[config.mk]
export PLATFORM = sky130hd
export DESIGN_NAME = uart_cmd_ctrl
export DESIGN_NICKNAME = d
export VERILOG_FILES = /design/src/rtl/uart_cmd_ctrl.sv
export SDC_FILE = /design/constraint.sdc
export NUM_CORES = 1
export LEC_CHECK = 0
export BUFFER_PORTS_ARGS = -buffer_cell sky130_fd_sc_hd__buf_2
export CAP_MARGIN = 30
export CORE_MARGIN = 4
export CORE_UTILIZATION = 40
export DETAILED_ROUTE_END_ITERATION = 8
export GPL_ROUTABILITY_DRIVEN = 1
export GPL_TIMING_DRIVEN = 0
export RECOVER_POWER = 100
export SYNTH_ARGS = -nofsm -noshare
export SYNTH_HDL_FRONTEND = slang
export SYNTH_SLANG_ARGS = --single-unit
[constraint.sdc]
create_clock -name iClk -period 5.7 [get_ports iClk]
set_clock_uncertainty 0.15 [all_clocks]
set_input_delay 0 -clock iClk [delete_from_list [all_inputs] [get_ports iClk]]
set_output_delay 0 -clock iClk [all_outputs]
set_load 0.02 [all_outputs]
[src/rtl/uart_cmd_ctrl.sv]
// UART command front-end: 'W' addr data -> reg write + 'K'; 'R' addr -> reg read + value; else 'E'.
// Response 2 cycles after the data pop (write) / 3 after the address pop (read); holds in SEND while iTxBusy.
module uart_cmd_ctrl #(
  parameter int unsigned pTimeoutCycles = 480_000
) (
  input  logic       iClk,
  input  logic       iResetn,
  input  logic [7:0] iRxByte,
  input  logic       iRxEmpty,
  output logic       oRxRead,
  input  logic       iUartError,
  output logic [7:0] oTxByte,
  output logic       oTxWrite,
  input  logic       iTxBusy,
  output logic [7:0] oRegAddr,
  output logic [7:0] oRegWdata,
  output logic       oRegWr,
  output logic       oRegRd,
  input  logic [7:0] iRegRdata,
  output logic       oBusy,
  output logic [7:0] oErrCount
);

  localparam int unsigned TW = $clog2(pTimeoutCycles + 1);
  localparam logic [7:0] OpWrite = 8'h57;
  localparam logic [7:0] OpRead  = 8'h52;
  localparam logic [7:0] RspOk   = 8'h4B;
  localparam logic [7:0] RspErr  = 8'h45;

  typedef enum logic [2:0] {
    IDLE, GET_ADDR, GET_DATA, EXEC, RD_WAIT, SEND, TX_GAP
  } state_t;

  state_t        state, stateNext;
  logic          isWrite, isWriteNext;
  logic [TW-1:0] toCnt, toCntNext;
  logic [7:0]    regAddrNext, regWdataNext, txByteNext;
  logic          errInc;
  logic          rxRead;
  logic          timeoutHit;

  assign timeoutHit = (toCnt == TW'(pTimeoutCycles));
  assign oBusy      = (state != IDLE);
  // The pop strobe is combinational on the FIFO flag, so it must be masked while reset is held.
  assign oRxRead    = rxRead & iResetn;

  always_comb begin
    stateNext    = state;
    isWriteNext  = isWrite;
    toCntNext    = toCnt;
    regAddrNext  = oRegAddr;
    regWdataNext = oRegWdata;
    txByteNext   = oTxByte;
    errInc       = 1'b0;
    rxRead       = 1'b0;
    oTxWrite     = 1'b0;
    oRegWr       = 1'b0;
    oRegRd       = 1'b0;

    case (state)
      IDLE: begin
        toCntNext = '0;
        if (!iRxEmpty) begin
          rxRead = 1'b1;
          if (iUartError) begin
            stateNext = IDLE;
          end else if (iRxByte == OpWrite || iRxByte == OpRead) begin
            isWriteNext = (iRxByte == OpWrite);
            stateNext   = GET_ADDR;
          end else begin
            txByteNext = RspErr;
            errInc     = 1'b1;
            stateNext  = SEND;
          end
        end
      end

      GET_ADDR, GET_DATA: begin
        // Priority: line error, then inter-byte timeout, then byte arrival.
        if (iUartError || timeoutHit) begin
          errInc    = 1'b1;
          toCntNext = '0;
          stateNext = IDLE;
        end else if (!iRxEmpty) begin
          rxRead    = 1'b1;
          toCntNext = '0;
          if (state == GET_ADDR) begin
            regAddrNext = iRxByte;
            stateNext   = isWrite ? GET_DATA : EXEC;
          end else begin
            regWdataNext = iRxByte;
            stateNext    = EXEC;
          end
        end else begin
          toCntNext = toCnt + TW'(1);
        end
      end

      EXEC: begin
        if (isWrite) begin
          oRegWr     = 1'b1;
          txByteNext = RspOk;
          stateNext  = SEND;
        end else begin
          oRegRd    = 1'b1;
          stateNext = RD_WAIT;
        end
      end

      RD_WAIT: begin
        txByteNext = iRegRdata;
        stateNext  = SEND;
      end

      SEND: begin
        if (!iTxBusy) begin
          oTxWrite  = 1'b1;
          stateNext = TX_GAP;
        end
      end

      TX_GAP:  stateNext = IDLE;

      default: stateNext = IDLE;
    endcase
  end

  always_ff @(posedge iClk or negedge iResetn) begin
    if (!iResetn) begin
      state     <= IDLE;
      isWrite   <= 1'b0;
      toCnt     <= '0;
      oRegAddr  <= 8'h00;
      oRegWdata <= 8'h00;
      oTxByte   <= 8'h00;
      oErrCount <= 8'h00;
    end else begin
      state     <= stateNext;
      isWrite   <= isWriteNext;
      toCnt     <= toCntNext;
      oRegAddr  <= regAddrNext;
      oRegWdata <= regWdataNext;
      oTxByte   <= txByteNext;
      if (errInc && oErrCount != 8'hFF) begin
        oErrCount <= oErrCount + 8'h01;
      end
    end
  end

endmodule
; Yosys cells after proc, flatten, opt, wreduce, memory -nomap -nowiden
; Index checks and enable logic that the tools add are counted.
[word_totals]
regBits = 55
elab_cells = 74
input_bits = 21
output_inout_bits = 37
[classes]
muxes = 32
bitwise = 5
n_addsub = 2
eq_ne = 15
n_reduce_logical = 13
[op_table]
columns = cell, n
row1 = 2-to-1 mux 19 bit, 2
row2 = one-hot mux 19 bit (2 select lines), 1
row3 = 2-to-1 mux 8 bit, 4
row4 = one-hot mux 8 bit (3 select lines), 1
row5 = adder 19 x 1 -> 19 bit (second input constant), 1
row6 = == test 19 bit (second input constant), 1
row7 = 2-to-1 mux 3 bit, 6
row8 = == test 8 x 7 -> 1 bit (second input constant), 2
row9 = 2-to-1 mux 1 bit, 15
row10 = one-hot mux 3 bit (5 select lines), 1
row11 = AND reduction 4 bit, 3
row12 = inequality test 2 bit (second input constant), 5
row13 = adder 8 x 1 -> 8 bit (second input constant), 1
row14 = inequality test 8 bit (second input constant), 1
row15 = == test 3 x 2 -> 1 bit (second input constant), 2
row16 = == test 3 bit (second input constant), 2
row17 = nonzero test 3 bit, 2
row18 = AND reduction 5 bit, 1
row19 = inverter 1 bit, 4
row20 = one-hot mux 1 bit (2 select lines), 2
row21 = == test 3 x 1 -> 1 bit (second input constant), 1
row22 = logical NOT 3 bit, 1
row23 = inequality test 3 bit (second input constant), 1
row24 = AND reduction 3 bit, 1
row25 = other kinds (5), 6

; Depth between registers and ports, before layout
[depth]
ltp_word = 7
depth_mapped = 9

; Least setup slack after synthesis
; OpenSTA, ideal clock, no wires.
[synth_path]
path_type = register to output
start = register toCnt[0]
end = output port oRxRead
stages_incl_launch_ff = 8
path_buffers = 0
t_arrival_ns = 2.215
slack_ns = 3.335
path_cell_list = dfrtp_1 inv_1 ha_1 and4b_1 nand4_2 o21ai_0 maj3_1 nor4b_1
[synth_between]
elab_chain_len = 5
[synth_lines]
columns = element, line_no
row1 = start: declaration, 36  ; logic [TW-1:0] toCnt, toCntNext;
row2 = start signal: assignment, 140  ; toCnt <= toCntNext;
row3 = == test 19 bit, 42  ; assign timeoutHit = (toCnt == TW'(pTimeoutCycles));
row4 = logical OR 1 bit, 80  ; if (iUartError || timeoutHit) begin
row5 = 2-to-1 mux 1 bit, 80
row6 = one-hot mux 1 bit (2 select lines), 60  ; case (state)
row7 = bitwise AND 1 bit, 45  ; assign oRxRead = rxRead & iResetn;
row8 = end: declaration, 10  ; output logic oRxRead,
; No other way between the ends.

; Worst setup path in the final report
[layout_path]
start = input port iResetn
end = output port oRxRead
[layout_between]
elab_chain_len = 1
[layout_lines]
columns = element, line_no
row1 = start: declaration, 7  ; input logic iResetn,
row2 = bitwise AND 1 bit, 45
; No other way between the ends.

==> impl_metrics.env <==
export IMPL_status="finished with violations"
export IMPL_violations="capacitance limit, slew limit"
export IMPL_drt_initial_drc_count=126
export IMPL_synth_area_um2=2800
export IMPL_synth_ff_type="dfrtp_1"
export IMPL_gp_congestion=0.770
export IMPL_root_buffer="clkbuf_8"
export IMPL_track_usage=0.164
export IMPL_postRouteWirelength_mm=6.37
export IMPL_overflow=0
export IMPL_postCtsSetupRepairBufs=0
export IMPL_postRouteAntennaNets=0
export IMPL_place_inst=427
export IMPL_portBuffers=57
export IMPL_ys_top_cells_by_count="dfrtp_1, nor2_1, nand2_1"
export IMPL_synthArstFlopShare=1.00
export IMPL_required_ns=5.55
export IMPL_tritoncts="built"
export IMPL_pre_cts_slack_ns=3.37
export IMPL_post_dp_hpwl_mm=4.58
export IMPL_syn_area_per_cell_um2=10.3
export IMPL_path_max_fanout=39
export IMPL_die_h_um=91.7
export IMPL_p_total_w=0.00147
export IMPL_grt_pass1_wl_mm=11.1
export IMPL_routedWlPerCell_um=14.0
export IMPL_clkLatencyLatePin_ns=0.31
export IMPL_yosysUniqueCellTypes=53
export IMPL_die_w_um=91.7
export IMPL_period_minus_slack_ns=3.64
export IMPL_startpoint_type="input pin"
export IMPL_end_kind="primary output"
export IMPL_synth_edf_count=0
export IMPL_grt_max_degree=40
export IMPL_rsz0062_at_grt="no"
export IMPL_hold_ws_ns=0.201
export IMPL_vias_per_cell=5.12
export IMPL_worst_slack_ns=2.06
export IMPL_setup_tns_final_ns=0
export IMPL_yosysMostFrequentCell="dfrtp_1"
export IMPL_syn_inst=273
export IMPL_drc=0
export IMPL_drt_pass1_iterations=4
export IMPL_p_per_area_nw_per_um2=430
export IMPL_fmax_ghz=0.275
export IMPL_finalSetupViolCount=0
export IMPL_cts_sinks=55
export IMPL_fillers=672
export IMPL_area_growth_pct=22.5
export IMPL_cts_htree_levels=2
export IMPL_num_vias=2326
export IMPL_clk_path_buf_depth=2
export IMPL_dieArea_um2=8400
export IMPL_r2r_setup_slack_ns=2.99
export IMPL_yosysTopAreaCell="dfrtp_1"
export IMPL_finalNonFillerCells=454
export IMPL_antenna_found_initial=0
export IMPL_slew_viol_final=40
export IMPL_tightest_slew_ns=2.11
export IMPL_post_route_period_util=0.638
export IMPL_seq_area_frac_synth=0.492
export IMPL_initial_core_util=0.412
export IMPL_io_pins=58
export IMPL_crit_arrival_ns=3.49
export IMPL_rows=30
export IMPL_hp_class="in -> async"
export IMPL_p_leak_nw=1.48
export IMPL_clk_pin_slew_ns=0.10
export IMPL_drive_gt1_frac=0.145
export IMPL_max_cap_viol_count=1
export IMPL_cts_buffers_inserted=5
export IMPL_synth_fp_nets=297
export IMPL_synth_top_area_frac=0.492
export IMPL_antenna_cells=0
export IMPL_ys_ff_latch=55
export IMPL_final_nets=382
export IMPL_yosys_warnings=0
export IMPL_yosys_top_cells_area="dfrtp_1, mux2_2, nor2_1"
export IMPL_grt_pass1_vias=2354
export IMPL_coreArea_um2=6790
export IMPL_path_class="in -> out"
export IMPL_slew_headroom=-0.406
export IMPL_vdd_ir_drop_max_uv=231
export IMPL_hold_violations=0
routing by layer:
metal | vias to the layer above | global-route usage | share of wire
li1 | 1147 | - | -
met1 | 1120 | 0.219 | 0.48
met2 | 51 | 0.255 | 0.45
met3 | 8 | 0.0459 | 0.056
met4 | 0 | 0.0565 | 0.015
met5 | - | 0 | 0
kinds of logic (layout without fill, tap and decap cells):
logic type               after synthesis  count (layout)  share of synthesized area
buffers and inverters                 17             102                     0.0295
XOR/XNOR                              14              14                     0.0465
AO/OA/AOI/OAI                         58              58                      0.129
AND/OR/NAND/NOR                      107             107                      0.216
flip-flops                            55              55                      0.492
multiplexers                          18              18                     0.0710
adder cells (fa/ha/maj)                4               4                     0.0170
sequential cells by signal, summed over array words and instances (netlist names):
name / count
oRegAddr: 8
oRegWdata: 8
oErrCount: 8
toCnt: 19
oTxByte: 8
isWrite: 1
state: 3
cells in the final DEF, fill, tap and decap left out, drive strengths merged, types with 3 or more instances in the layout:
master       count
a31oi            5
xnor2            6
dfrtp           55
nand4            5
a22o             3
nor2            30
nor4             6
buf             21
xor2             8
mux2i            3
mux2            15
nand3           10
and3             4
nor3             5
ha               3
dlygate4sd3     20
o22a             3
nand2           28
a21oi           12
inv             10
o31ai            3
o21ai           22
o22ai            3
nor2b            3
clkbuf          49
path summary, 6_finish.rpt:
kind | from | to | cells past startpoint
worst max-delay path | iResetn | oRxRead | 5
worst max register to register | toCnt[0]$_DFFE_PN0P_ | toCnt[5]$_DFFE_PN0P_ | 9
worst min register to register | oRegWdata[2]$_DFFE_PN0P_ | oRegWdata[2]$_DFFE_PN0P_ | 2
worst min-delay path | iResetn | oErrCount[3]$_DFFE_PN0P_ | 2
min in group iClk | iRegRdata[5] | oTxByte[5]$_DFFE_PN0P_ | 3
max in group asynchronous | iResetn | oRegWdata[6]$_DFFE_PN0P_ | 3
critical path, stage by stage:
cell and delay (ns):
dlygate4sd3_1 0.52, clkbuf_1 0.73, clkbuf_1 1.57, nor4b_1 0.35, clkbuf_1 0.29
metrics by stage:
stage           util  instance area (µm²)
2_1_floorplan      -                 2800
3_3_place_gp   0.472                 3210
3_5_place_dp   0.475                 3230
4_1_cts        0.520                 3530
5_1_grt        0.505                 3430
6_report       0.505                 3430
area by class of cell:
type | count | area, µm² | area share
inverter | 10 | 37.5 | 0.0109
tap | 96 | 120 | 0.0350
clock inverter | 2 | 37.5 | 0.0109
multi-input combinational | 201 | 1310 | 0.383
timing repair buffer | 78 | 440 | 0.128
sequential | 55 | 1380 | 0.401
clock buffer | 5 | 68.8 | 0.0201
buffer | 7 | 36.3 | 0.0106
power breakdown:
part	switching, W	total (W)	internal, W	leakage (nW)
Combinational	0.000411	0.000638	0.000227	0.721
Clock	0.000127	0.000256	0.000129	0.0502
Sequential	0.0000777	0.000581	0.000503	0.711
Total	0.000616	0.00147	0.000858	1.48
timing repair:
item | in CTS | in global routing
hold endpoints to repair | 83 | 0
hold buffers | 20 | 0
gates resized for setup | 0 | 0
No activity file was read; power rests on OpenSTA's default activity.
